File: src/rtl/m68k_dma_master_if.sv
// ---------------------------------------------------------------------------
// m68k_dma_master_if
// Purpose : bundles the 68000-style bus signals that the DMA master uses to
//           win the bus from the CPU and to run read/write cycles against the
//           existing responders.
// Signals :
//   BR_L, BGACK_L           bus request / grant acknowledge (master drives)
//   BG_L, BusAS_L           bus grant / muxed system AS_L (bus side drives)
//   CPU_DMA_Select          mux select, 1 = CPU owns bus, 0 = DMA owns bus
//   DMA_Address/DataOut     cycle address and write data
//   DMA_AS_L/UDS_L/LDS_L    strobes, DMA_RW 1 = read / 0 = write
//   DataBusIn, Dtack_L      read data and cycle termination (bus side drives)
// Modports: master = DMA engine, slave = CPU/mux/responder side.
// ---------------------------------------------------------------------------
interface m68k_dma_master_if;
    logic        BR_L;
    logic        BG_L;
    logic        BGACK_L;
    logic        BusAS_L;
    logic        CPU_DMA_Select;
    logic [31:0] DMA_Address;
    logic [15:0] DMA_DataOut;
    logic        DMA_AS_L;
    logic        DMA_UDS_L;
    logic        DMA_LDS_L;
    logic        DMA_RW;
    logic [15:0] DataBusIn;
    logic        Dtack_L;

    modport master (
        output BR_L, BGACK_L, CPU_DMA_Select, DMA_Address, DMA_DataOut,
               DMA_AS_L, DMA_UDS_L, DMA_LDS_L, DMA_RW,
        input  BG_L, BusAS_L, DataBusIn, Dtack_L
    );

    modport slave (
        input  BR_L, BGACK_L, CPU_DMA_Select, DMA_Address, DMA_DataOut,
               DMA_AS_L, DMA_UDS_L, DMA_LDS_L, DMA_RW,
        output BG_L, BusAS_L, DataBusIn, Dtack_L
    );
endinterface

File: src/rtl/m68k_dma_master.sv
// ---------------------------------------------------------------------------
// m68k_dma_master
// Purpose : bus-master DMA engine copying a block of 16-bit words from a
//           source to a destination address using 68000-style asynchronous
//           bus cycles terminated by Dtack_L. The bus is obtained with the
//           BR_L/BG_L/BGACK_L handshake and released every BURST_LEN words.
// Ports   :
//   Clock, Reset_H          clock and synchronous active-high reset
//   Start                   one-cycle pulse latching SrcAddr/DstAddr/WordCount
//   SrcAddr, DstAddr        byte addresses (bit 0 ignored)
//   WordCount               number of words to copy
//   Busy, Done, Error       status: busy level, completion pulse, sticky timeout
//   bus                     bus signals (see m68k_dma_master_if)
// All outputs are registered: each state's bus values are loaded on the edge
// that enters the state, so the outputs always match the current state.
// ---------------------------------------------------------------------------
module m68k_dma_master #(
    parameter int TIMEOUT_CYCLES = 255,
    parameter int BURST_LEN      = 16
) (
    input  logic               Clock,
    input  logic               Reset_H,
    input  logic               Start,
    input  logic [31:0]        SrcAddr,
    input  logic [31:0]        DstAddr,
    input  logic [15:0]        WordCount,
    output logic               Busy,
    output logic               Done,
    output logic               Error,
    m68k_dma_master_if.master  bus
);
    localparam int TW = $clog2(TIMEOUT_CYCLES + 1);
    localparam int BW = $clog2(BURST_LEN + 1);

    typedef enum logic [3:0] {
        S_IDLE, S_REQ, S_GRANT, S_R_SETUP, S_R_STROBE, S_R_END,
        S_W_SETUP, S_W_STROBE, S_W_END, S_ABORT, S_RELEASE
    } state_t;

    state_t        r_state;
    logic [31:0]   r_src;
    logic [31:0]   r_dst;
    logic [15:0]   r_remain;
    logic [BW-1:0] r_burst;
    logic [TW-1:0] r_tcnt;
    logic [15:0]   r_hold;
    logic          r_done_pend;
    logic          r_busy;
    logic          r_done;
    logic          r_error;
    logic          r_br_l;
    logic          r_bgack_l;
    logic          r_sel;
    logic [31:0]   r_addr;
    logic [15:0]   r_dout;
    logic          r_strb_l;
    logic          r_rw;

    logic [31:0]   w_src_next;
    logic [31:0]   w_dst_next;
    logic [BW-1:0] w_burst_next;
    logic          w_timeout;

    // Next-word addresses wrap naturally at 32 bits; timeout fires on the
    // TIMEOUT_CYCLES-th strobe cycle without Dtack_L.
    assign w_src_next   = r_src + 32'd2;
    assign w_dst_next   = r_dst + 32'd2;
    assign w_burst_next = r_burst + BW'(1);
    assign w_timeout    = (r_tcnt == TW'(TIMEOUT_CYCLES - 1));

    // Transfer FSM with registered bus and status outputs.
    always_ff @(posedge Clock) begin
        if (Reset_H) begin
            r_state     <= S_IDLE;
            r_src       <= 32'd0;
            r_dst       <= 32'd0;
            r_remain    <= 16'd0;
            r_burst     <= '0;
            r_tcnt      <= '0;
            r_hold      <= 16'd0;
            r_done_pend <= 1'b0;
            r_busy      <= 1'b0;
            r_done      <= 1'b0;
            r_error     <= 1'b0;
            r_br_l      <= 1'b1;
            r_bgack_l   <= 1'b1;
            r_sel       <= 1'b1;
            r_addr      <= 32'd0;
            r_dout      <= 16'd0;
            r_strb_l    <= 1'b1;
            r_rw        <= 1'b1;
        end else begin
            r_done <= 1'b0;
            case (r_state)
                S_IDLE: begin
                    if (Start) begin
                        r_error <= 1'b0;
                        if (WordCount == 16'd0) begin
                            r_done <= 1'b1;
                        end else begin
                            r_src       <= SrcAddr & 32'hFFFF_FFFE;
                            r_dst       <= DstAddr & 32'hFFFF_FFFE;
                            r_remain    <= WordCount;
                            r_done_pend <= 1'b0;
                            r_busy      <= 1'b1;
                            r_br_l      <= 1'b0;
                            r_state     <= S_REQ;
                        end
                    end
                end
                S_REQ: begin
                    // Take the bus only once the CPU has finished its cycle.
                    if (!bus.BG_L && bus.BusAS_L) begin
                        r_br_l    <= 1'b1;
                        r_bgack_l <= 1'b0;
                        r_sel     <= 1'b0;
                        r_burst   <= '0;
                        r_state   <= S_GRANT;
                    end
                end
                S_GRANT: begin
                    r_addr  <= {r_src[31:1], 1'b0};
                    r_rw    <= 1'b1;
                    r_state <= S_R_SETUP;
                end
                S_R_SETUP: begin
                    r_strb_l <= 1'b0;
                    r_tcnt   <= '0;
                    r_state  <= S_R_STROBE;
                end
                S_R_STROBE: begin
                    if (!bus.Dtack_L) begin
                        r_hold   <= bus.DataBusIn;
                        r_strb_l <= 1'b1;
                        r_state  <= S_R_END;
                    end else if (w_timeout) begin
                        r_strb_l    <= 1'b1;
                        r_error     <= 1'b1;
                        r_done_pend <= 1'b1;
                        r_state     <= S_ABORT;
                    end else begin
                        r_tcnt <= r_tcnt + TW'(1);
                    end
                end
                S_R_END: begin
                    r_addr  <= {r_dst[31:1], 1'b0};
                    r_rw    <= 1'b0;
                    r_dout  <= r_hold;
                    r_state <= S_W_SETUP;
                end
                S_W_SETUP: begin
                    r_strb_l <= 1'b0;
                    r_tcnt   <= '0;
                    r_state  <= S_W_STROBE;
                end
                S_W_STROBE: begin
                    if (!bus.Dtack_L) begin
                        r_strb_l <= 1'b1;
                        r_state  <= S_W_END;
                    end else if (w_timeout) begin
                        r_strb_l    <= 1'b1;
                        r_error     <= 1'b1;
                        r_done_pend <= 1'b1;
                        r_state     <= S_ABORT;
                    end else begin
                        r_tcnt <= r_tcnt + TW'(1);
                    end
                end
                S_W_END: begin
                    r_src    <= w_src_next;
                    r_dst    <= w_dst_next;
                    r_remain <= r_remain - 16'd1;
                    r_burst  <= w_burst_next;
                    if (r_remain == 16'd1) begin
                        r_done_pend <= 1'b1;
                        r_bgack_l   <= 1'b1;
                        r_sel       <= 1'b1;
                        r_rw        <= 1'b1;
                        r_state     <= S_RELEASE;
                    end else if (w_burst_next == BW'(BURST_LEN)) begin
                        r_bgack_l <= 1'b1;
                        r_sel     <= 1'b1;
                        r_rw      <= 1'b1;
                        r_state   <= S_RELEASE;
                    end else begin
                        r_addr  <= {w_src_next[31:1], 1'b0};
                        r_rw    <= 1'b1;
                        r_state <= S_R_SETUP;
                    end
                end
                S_ABORT: begin
                    r_bgack_l <= 1'b1;
                    r_sel     <= 1'b1;
                    r_rw      <= 1'b1;
                    r_state   <= S_RELEASE;
                end
                S_RELEASE: begin
                    if (r_done_pend) begin
                        r_busy  <= 1'b0;
                        r_done  <= 1'b1;
                        r_state <= S_IDLE;
                    end else begin
                        r_br_l  <= 1'b0;
                        r_state <= S_REQ;
                    end
                end
                default: begin
                    r_state <= S_IDLE;
                end
            endcase
        end
    end

    assign Busy               = r_busy;
    assign Done               = r_done;
    assign Error              = r_error;
    assign bus.BR_L           = r_br_l;
    assign bus.BGACK_L        = r_bgack_l;
    assign bus.CPU_DMA_Select = r_sel;
    assign bus.DMA_Address    = r_addr;
    assign bus.DMA_DataOut    = r_dout;
    assign bus.DMA_AS_L       = r_strb_l;
    assign bus.DMA_UDS_L      = r_strb_l;
    assign bus.DMA_LDS_L      = r_strb_l;
    assign bus.DMA_RW         = r_rw;
endmodule

File: src/flat_wrapper.sv
// flat-port wrapper written by rule: the top's interface ports become plain ports
module m68k_dma_master_flat 
#(
    parameter int TIMEOUT_CYCLES = 255,
    parameter int BURST_LEN      = 16
)
  (Clock, Reset_H, Start, SrcAddr, DstAddr, WordCount, Busy, Done, Error, bus_BR_L, bus_BGACK_L, bus_CPU_DMA_Select, bus_DMA_Address, bus_DMA_DataOut, bus_DMA_AS_L, bus_DMA_UDS_L, bus_DMA_LDS_L, bus_DMA_RW, bus_BG_L, bus_BusAS_L, bus_DataBusIn, bus_Dtack_L);
  m68k_dma_master_if bus_i ();
  input  logic Clock;
  input  logic Reset_H;
  input  logic Start;
  input  logic [31:0] SrcAddr;
  input  logic [31:0] DstAddr;
  input  logic [15:0] WordCount;
  output logic Busy;
  output logic Done;
  output logic Error;
  output wire logic [$bits(bus_i.BR_L)-1:0] bus_BR_L;
  output wire logic [$bits(bus_i.BGACK_L)-1:0] bus_BGACK_L;
  output wire logic [$bits(bus_i.CPU_DMA_Select)-1:0] bus_CPU_DMA_Select;
  output wire logic [$bits(bus_i.DMA_Address)-1:0] bus_DMA_Address;
  output wire logic [$bits(bus_i.DMA_DataOut)-1:0] bus_DMA_DataOut;
  output wire logic [$bits(bus_i.DMA_AS_L)-1:0] bus_DMA_AS_L;
  output wire logic [$bits(bus_i.DMA_UDS_L)-1:0] bus_DMA_UDS_L;
  output wire logic [$bits(bus_i.DMA_LDS_L)-1:0] bus_DMA_LDS_L;
  output wire logic [$bits(bus_i.DMA_RW)-1:0] bus_DMA_RW;
  input wire logic [$bits(bus_i.BG_L)-1:0] bus_BG_L;
  input wire logic [$bits(bus_i.BusAS_L)-1:0] bus_BusAS_L;
  input wire logic [$bits(bus_i.DataBusIn)-1:0] bus_DataBusIn;
  input wire logic [$bits(bus_i.Dtack_L)-1:0] bus_Dtack_L;
  assign bus_BR_L = bus_i.BR_L;
  assign bus_BGACK_L = bus_i.BGACK_L;
  assign bus_CPU_DMA_Select = bus_i.CPU_DMA_Select;
  assign bus_DMA_Address = bus_i.DMA_Address;
  assign bus_DMA_DataOut = bus_i.DMA_DataOut;
  assign bus_DMA_AS_L = bus_i.DMA_AS_L;
  assign bus_DMA_UDS_L = bus_i.DMA_UDS_L;
  assign bus_DMA_LDS_L = bus_i.DMA_LDS_L;
  assign bus_DMA_RW = bus_i.DMA_RW;
  assign bus_i.BG_L = bus_BG_L;
  assign bus_i.BusAS_L = bus_BusAS_L;
  assign bus_i.DataBusIn = bus_DataBusIn;
  assign bus_i.Dtack_L = bus_Dtack_L;
  m68k_dma_master #(.TIMEOUT_CYCLES(TIMEOUT_CYCLES), .BURST_LEN(BURST_LEN)) u_core (.Clock(Clock), .Reset_H(Reset_H), .Start(Start), .SrcAddr(SrcAddr), .DstAddr(DstAddr), .WordCount(WordCount), .Busy(Busy), .Done(Done), .Error(Error), .bus(bus_i));
endmodule
File: config.mk
export PLATFORM = sky130hd
export DESIGN_NAME = m68k_dma_master_flat
export DESIGN_NICKNAME = d
export VERILOG_FILES = /design/src/rtl/m68k_dma_master_if.sv /design/src/rtl/m68k_dma_master.sv /design/src/flat_wrapper.sv
export SDC_FILE = /design/constraint.sdc
export NUM_CORES = 1
export LEC_CHECK = 0
export CORE_MARGIN = 1
export CORE_UTILIZATION = 50
export CTS_CLUSTER_SIZE = 20
export DETAILED_ROUTE_END_ITERATION = 12
export GPL_TIMING_DRIVEN = 1
export PLACE_DENSITY = 0.77
export SLEW_MARGIN = 10
export SYNTH_ARGS = -nofsm -noshare
export SYNTH_HDL_FRONTEND = slang
export SYNTH_SLANG_ARGS = --single-unit
File: constraint.sdc
create_clock -name Clock -period 4.7 [get_ports Clock]
set_input_delay 0.47 -clock Clock [delete_from_list [all_inputs] [get_ports Clock]]
set_output_delay 0.47 -clock Clock [all_outputs]
set_load 0.05 [all_outputs]
=== Word-level counts from Yosys, hierarchy flattened ===
Index checks and enable logic that the tools add are counted.
Widths: inputs -> output; s select.

* Output and inout bits: 58
* Bits of input ports: 102
* Bits in registers: 169
* Word-level logic and storage cells: 131

* Equality and inequality tests: 26
* Reduce and logical (&&, ||, !) cells: 29
* Mux-type cells: 53
* Add/subtract/negate cells: 5
* Bitwise logic cells: 1

{| class="wikitable"
|+ Operator list
! cell !! count
|-
| $mux 32 || 6
|-
| $pmux 32 s2 || 2
|-
| $pmux 32 s3 || 1
|-
| $add 32x2->32 const B || 2
|-
| $pmux 4 s11 || 1
|-
| $mux 16 || 2
|-
| $mux 4 || 8
|-
| $pmux 16 s2 || 1
|-
| $mux 1 || 19
|-
| $eq 16x1->1 const B || 1
|-
| $eq 4x3->1 const B || 4
|-
| $logic_not 16->1 || 1
|-
| $mux 8 || 2
|-
| $pmux 8 s2 || 1
|-
| $sub 16x1->16 const B || 1
|-
| $reduce_and 3->1 || 5
|-
| $eq 4x4->1 const B || 3
|-
| $ne 2x2->1 const B || 6
|-
| $reduce_bool 2->1 || 6
|-
| $reduce_bool 3->1 || 4
|-
| $ne 2x1->1 const B || 5
|-
| $pmux 1 s2 || 5
|-
| $pmux 5 s2 || 1
|-
| $pmux 1 s3 || 3
|-
| other kinds (19) || 24
|}

=== Depth between registers and ports, before layout ===
* Word-level depth: 5
* Mapped depth: 9
* Mapped depth without buffers: 7

=== Worst setup path before layout ===
No wires, ideal clock.

* Path kind: reg2reg
* Start: reg u_core.r_state[1]
* End: reg u_core.r_addr[24] (netlist: u_core.bus.DMA_Address[24])
* Cell stages (with the launch flop): 7
* Period minus slack after synthesis: 2.118 ns
* Required time: 4.612 ns
* Setup time: 0.088 ns
* Setup slack: 2.582 ns
* Data arrival time: 2.030 ns
* Buffers on the path: 2
* Cell sequence: dfxtp_1 -> buf_2 -> or4b_4 -> buf_6 -> or4_4 -> a21boi_1 -> a311oi_2

* Word-level cells in the longest chain between the ends: 3
* Elaborated cells on any way between the ends: 8
* Those cells by class: eq/ne (5); mux (1); reduce/logical (2)

{| class="wikitable"
|+ RTL lines
! item !! RTL line !! text
|-
| from (decl) || m68k_dma_master.sv:40 || <nowiki>state_t r_state;</nowiki>
|-
| from (signal assigned) || m68k_dma_master.sv:74 || <nowiki>r_state <= S_IDLE;</nowiki>
|-
| from (signal assigned) || m68k_dma_master.sv:107 || <nowiki>r_state <= S_REQ;</nowiki>
|-
| from (signal assigned) || m68k_dma_master.sv:118 || <nowiki>r_state <= S_GRANT;</nowiki>
|-
| $eq 4x4->1, or another cell as far along || m68k_dma_master.sv:94 || <nowiki>case (r_state)</nowiki>
|-
| $ne 2x2->1 (no source line) / $reduce_bool 3->1 (equally long branches) || -- ||
|-
| $reduce_and 3->1 (no source line) || -- ||
|-
| to (signal assigned) || m68k_dma_master.sv:122 || <nowiki>r_addr <= {r_src[31:1], 1'b0};</nowiki>
|-
| to (signal assigned) || m68k_dma_master.sv:146 || <nowiki>r_addr <= {r_dst[31:1], 1'b0};</nowiki>
|-
| to (signal assigned) || m68k_dma_master.sv:186 || <nowiki>r_addr <= {w_src_next[31:1], 1'b0};</nowiki>
|-
| to (decl) || m68k_dma_master.sv:54 || <nowiki>logic [31:0] r_addr;</nowiki>
|}

Parallel ways exist; a longest one is shown, timed or not.
A chain may end at the register's enable or synchronous reset.

=== Final worst setup path ===
* Start: reg u_core.r_state[1]
* End: reg u_core.r_src[11]

* Word-level cells in the longest chain between the ends: 3
* Elaborated cells on any way between the ends: 7
* Those cells by class: eq/ne (3); mux (1); reduce/logical (3)

{| class="wikitable"
|+ RTL lines
! item !! RTL line !! text
|-
| $eq 4x4->1 / $logic_not 4->1 (equally long branches) || m68k_dma_master.sv:94 ||
|-
| $reduce_bool 2->1 (no source line) / $ne 2x2->1 (equally long branches) || -- ||
|-
| $reduce_and 3->1 (no source line) || -- ||
|-
| to (signal assigned) || m68k_dma_master.sv:101 || <nowiki>r_src <= SrcAddr & 32'hFFFF_FFFE;</nowiki>
|-
| to (signal assigned) || m68k_dma_master.sv:170 || <nowiki>r_src <= w_src_next;</nowiki>
|-
| to (decl) || m68k_dma_master.sv:41 || <nowiki>logic [31:0] r_src;</nowiki>
|}

Parallel ways exist; a longest one is shown, timed or not.

==> run metrics <==
synth unique cells=68; remaining global-route overflow=0; layout cells sized above 1=5.70%; core area=16500 µm²; DR DRC count=0; CTS tree=built; Num CTS Buffers=17; WP data arrival=3.67 ns; Synth area leaders=dfxtp_1 39%, a21oi_1 7.6%, nand2_1 6.4%; Total GRT Usage=27.7%; DRT iter0 DRCs=820; Non-Filler Instances=1431; setup TNS=0 ns; Most used DFF post-synth=dfxtp_1; DR pass1 iterations=5; status=finished clean; CP startpoint kind=register; CP most frequent cell=nor2_1; delay-heaviest family, CP=simple AND/OR/NAND/NOR gates; Cell Area, Synth=8420 µm²; worst min path class=register to register; syn nets=1199; post-CTS setup buffers=0; # nets final=1306; Slew headroom=24.9%; Peak VDD IR=281 µV; HPWL Detailed=16100 µm; hold_buf cts=0; Pwr Density=365 nW/µm²; fin crit period=3.36 ns; Die W=132 µm; count leader, synth=dfxtp_1; skew final=0.0121 ns; buffers plus inverters on the worst setup path=1; initial antenna violation count=0; Die H=132 µm; fin crit share=71.6%; Top Ports=160; Final Max Slew Viols=0; post-route cell area=10700 µm²; post-synthesis register bit count=166; ANT nets after route=0; vias per cell=6.08; share of Yosys cell area claimed by the top area cell type=39.5%; endpoint class of the critical path=register; crit path cell chain=nor2_1 > and3_1 > and2_2 > buf_4 > mux2_2 > a21oi_1 > nor2_1; I/O Buffers=156; utilization after layout=64.5%; die area=17400 µm²; Post-Place Cell Area=10000 µm²; global placement routability congestion=0.906; fmax=0.297 GHz; Synth top cells by count=166 x dfxtp_1, 143 x nand2_1, 128 x a21oi_1; Post-Synthesis Cells=1090; dpl cells=1398; dominant cell type by area after synthesis=dfxtp_1; Final Hold Viols=0; final wirelength=24000 µm; post-DR wirelength/cell=16.8 µm; Sink Count=166; worst skew pair latency=0.44 ns; clock-pin slew on the worst setup and hold paths=0.07 ns; H-tree depth=4; Mapped Avg Cell Area=7.73 µm²; worst stage delay on the critical path=0.91 ns; Area Overhead vs Synth=26.7%; Req. time, crit path=5.01 ns; leak pwr=3.61 nW; largest net degree at the start of global routing=112; Syn. warnings=0; RSZ-0062 raised after global routing=no; max_cap viols=0; first-pass GRT wire length=38900 µm; worst-margin pin slew=1.12 ns; crit-path max FO=54; clk root buf=clkbuf_16; post-synthesis sequential area ratio=39.5%; Post-synth EDFFs=0; Async SR Flop Fraction=0%; critical path type=register to register; CTS max path bufs=2; Via Count=8697; Initial Util=51.0%; post-CTS sizing=0; # rows=47; slowest stage cell, crit path=and2_2; final setup violation count=0; number of global-route vias before repair=7863
## worst register-to-register path: cells and delay by family, from the launching register on
family                 cells  cell delay, ns
AO/OA/AOI/OAI              1            0.14
flip-flops                 1            0.52
buffers and inverters      1            0.45
AND/OR/NAND/NOR            4            1.76
multiplexers               1            0.38
## through the flow
| step | total power [mW] | setup slack [ns] | hold slack [ns] |
|---|---|---|---|
| floorplan | 2.15 | 2.58 | 0.432 |
| global placement | 2.41 | 1.27 | 0.437 |
| detailed placement | 2.43 | 1.29 | 0.443 |
| CTS | 3.91 | 1.34 | 0.453 |
| global route | 4.05 | 1.05 | 0.468 |
| finish | 3.90 | 1.34 | 0.452 |
## logic make-up after synthesis
group / Yosys count / synth area share (%)
simple gates: 465 / 26.8
mux: 13 / 1.65
fa+ha+maj: 7 / 1.04
flops: 166 / 39.5
xor+xnor: 14 / 1.46
buf+inv: 91 / 4.71
compound gates: 333 / 24.8
other cells: 1 / 0.0445
## layout make-up
type / count / area [µm²]
well taps: 220 / 275
fillers: 1430 / 5860
clock inverters: 14 / 188
inverters: 11 / 41.3
repair buffers: 168 / 1660
flip-flops and latches: 166 / 3320
diodes: 1 / 2.50
multi-input cells: 833 / 4740
clock buffers: 18 / 439
## power by group
part | total [mW] | switching (mW) | leakage, nW | internal, mW
Clock | 1.49 | 0.625 | 0.298 | 0.867
Combinational | 0.765 | 0.453 | 1.95 | 0.312
Sequential | 1.64 | 0.123 | 1.35 | 1.52
Total | 3.90 | 1.20 | 3.61 | 2.70
## registers in the layout, summed over array words and instances, names as in the netlist, 4 cells and up
signal and count:
u_core.bus.DMA_Address 31, u_core.r_dst 31, u_core.r_src 31, u_core.bus.DMA_DataOut 16, u_core.r_hold 16, u_core.r_remain 16
u_core.r_tcnt 8, u_core.r_burst 5, u_core.r_state 4
## routing by layer
layer  vias to the layer above  part of all wire, %  global-route usage (%)
li1                       4220                    -                       -
met1                      4052                   43                    36.0
met2                       384                   47                    44.9
met3                        41                  8.4                    6.15
met4                         0                  2.1                    10.5
met5                         -                    0                       0
## final timing paths
| check | depth (start not counted) | to | slack, ns | from |
|---|---|---|---|---|
| worst min register to register | 2 | u_core.bus.DMA_DataOut[0] | 0.45 | u_core.r_hold[0] |
| worst max register to register | 7 | u_core.r_src[11] | 1.34 | u_core.r_state[1] |
| worst min-delay path | 2 | u_core.bus.DMA_DataOut[0] | 0.45 | u_core.r_hold[0] |
| worst max-delay path | 7 | u_core.r_src[11] | 1.34 | u_core.r_state[1] |
## cell usage in the layout (no fill, tap or decap), drive strengths merged, types with 7 or more instances in the layout
cell type        n
or3              8
and3            30
nand2          143
a22oi           10
nor2           124
and2             9
nand2b           8
a2111oi          7
buf             13
a211oi          32
ha               7
dfxtp          166
nor3            29
a21oi          128
mux2             7
nand4           23
inv             18
a31oi           22
nor4            17
a21boi          10
a311oi          25
clkbuf          18
xnor2            8
o21ai           57
nand3           45
clkdlybuf4s50  155
(Power assumes the default switching activity.)
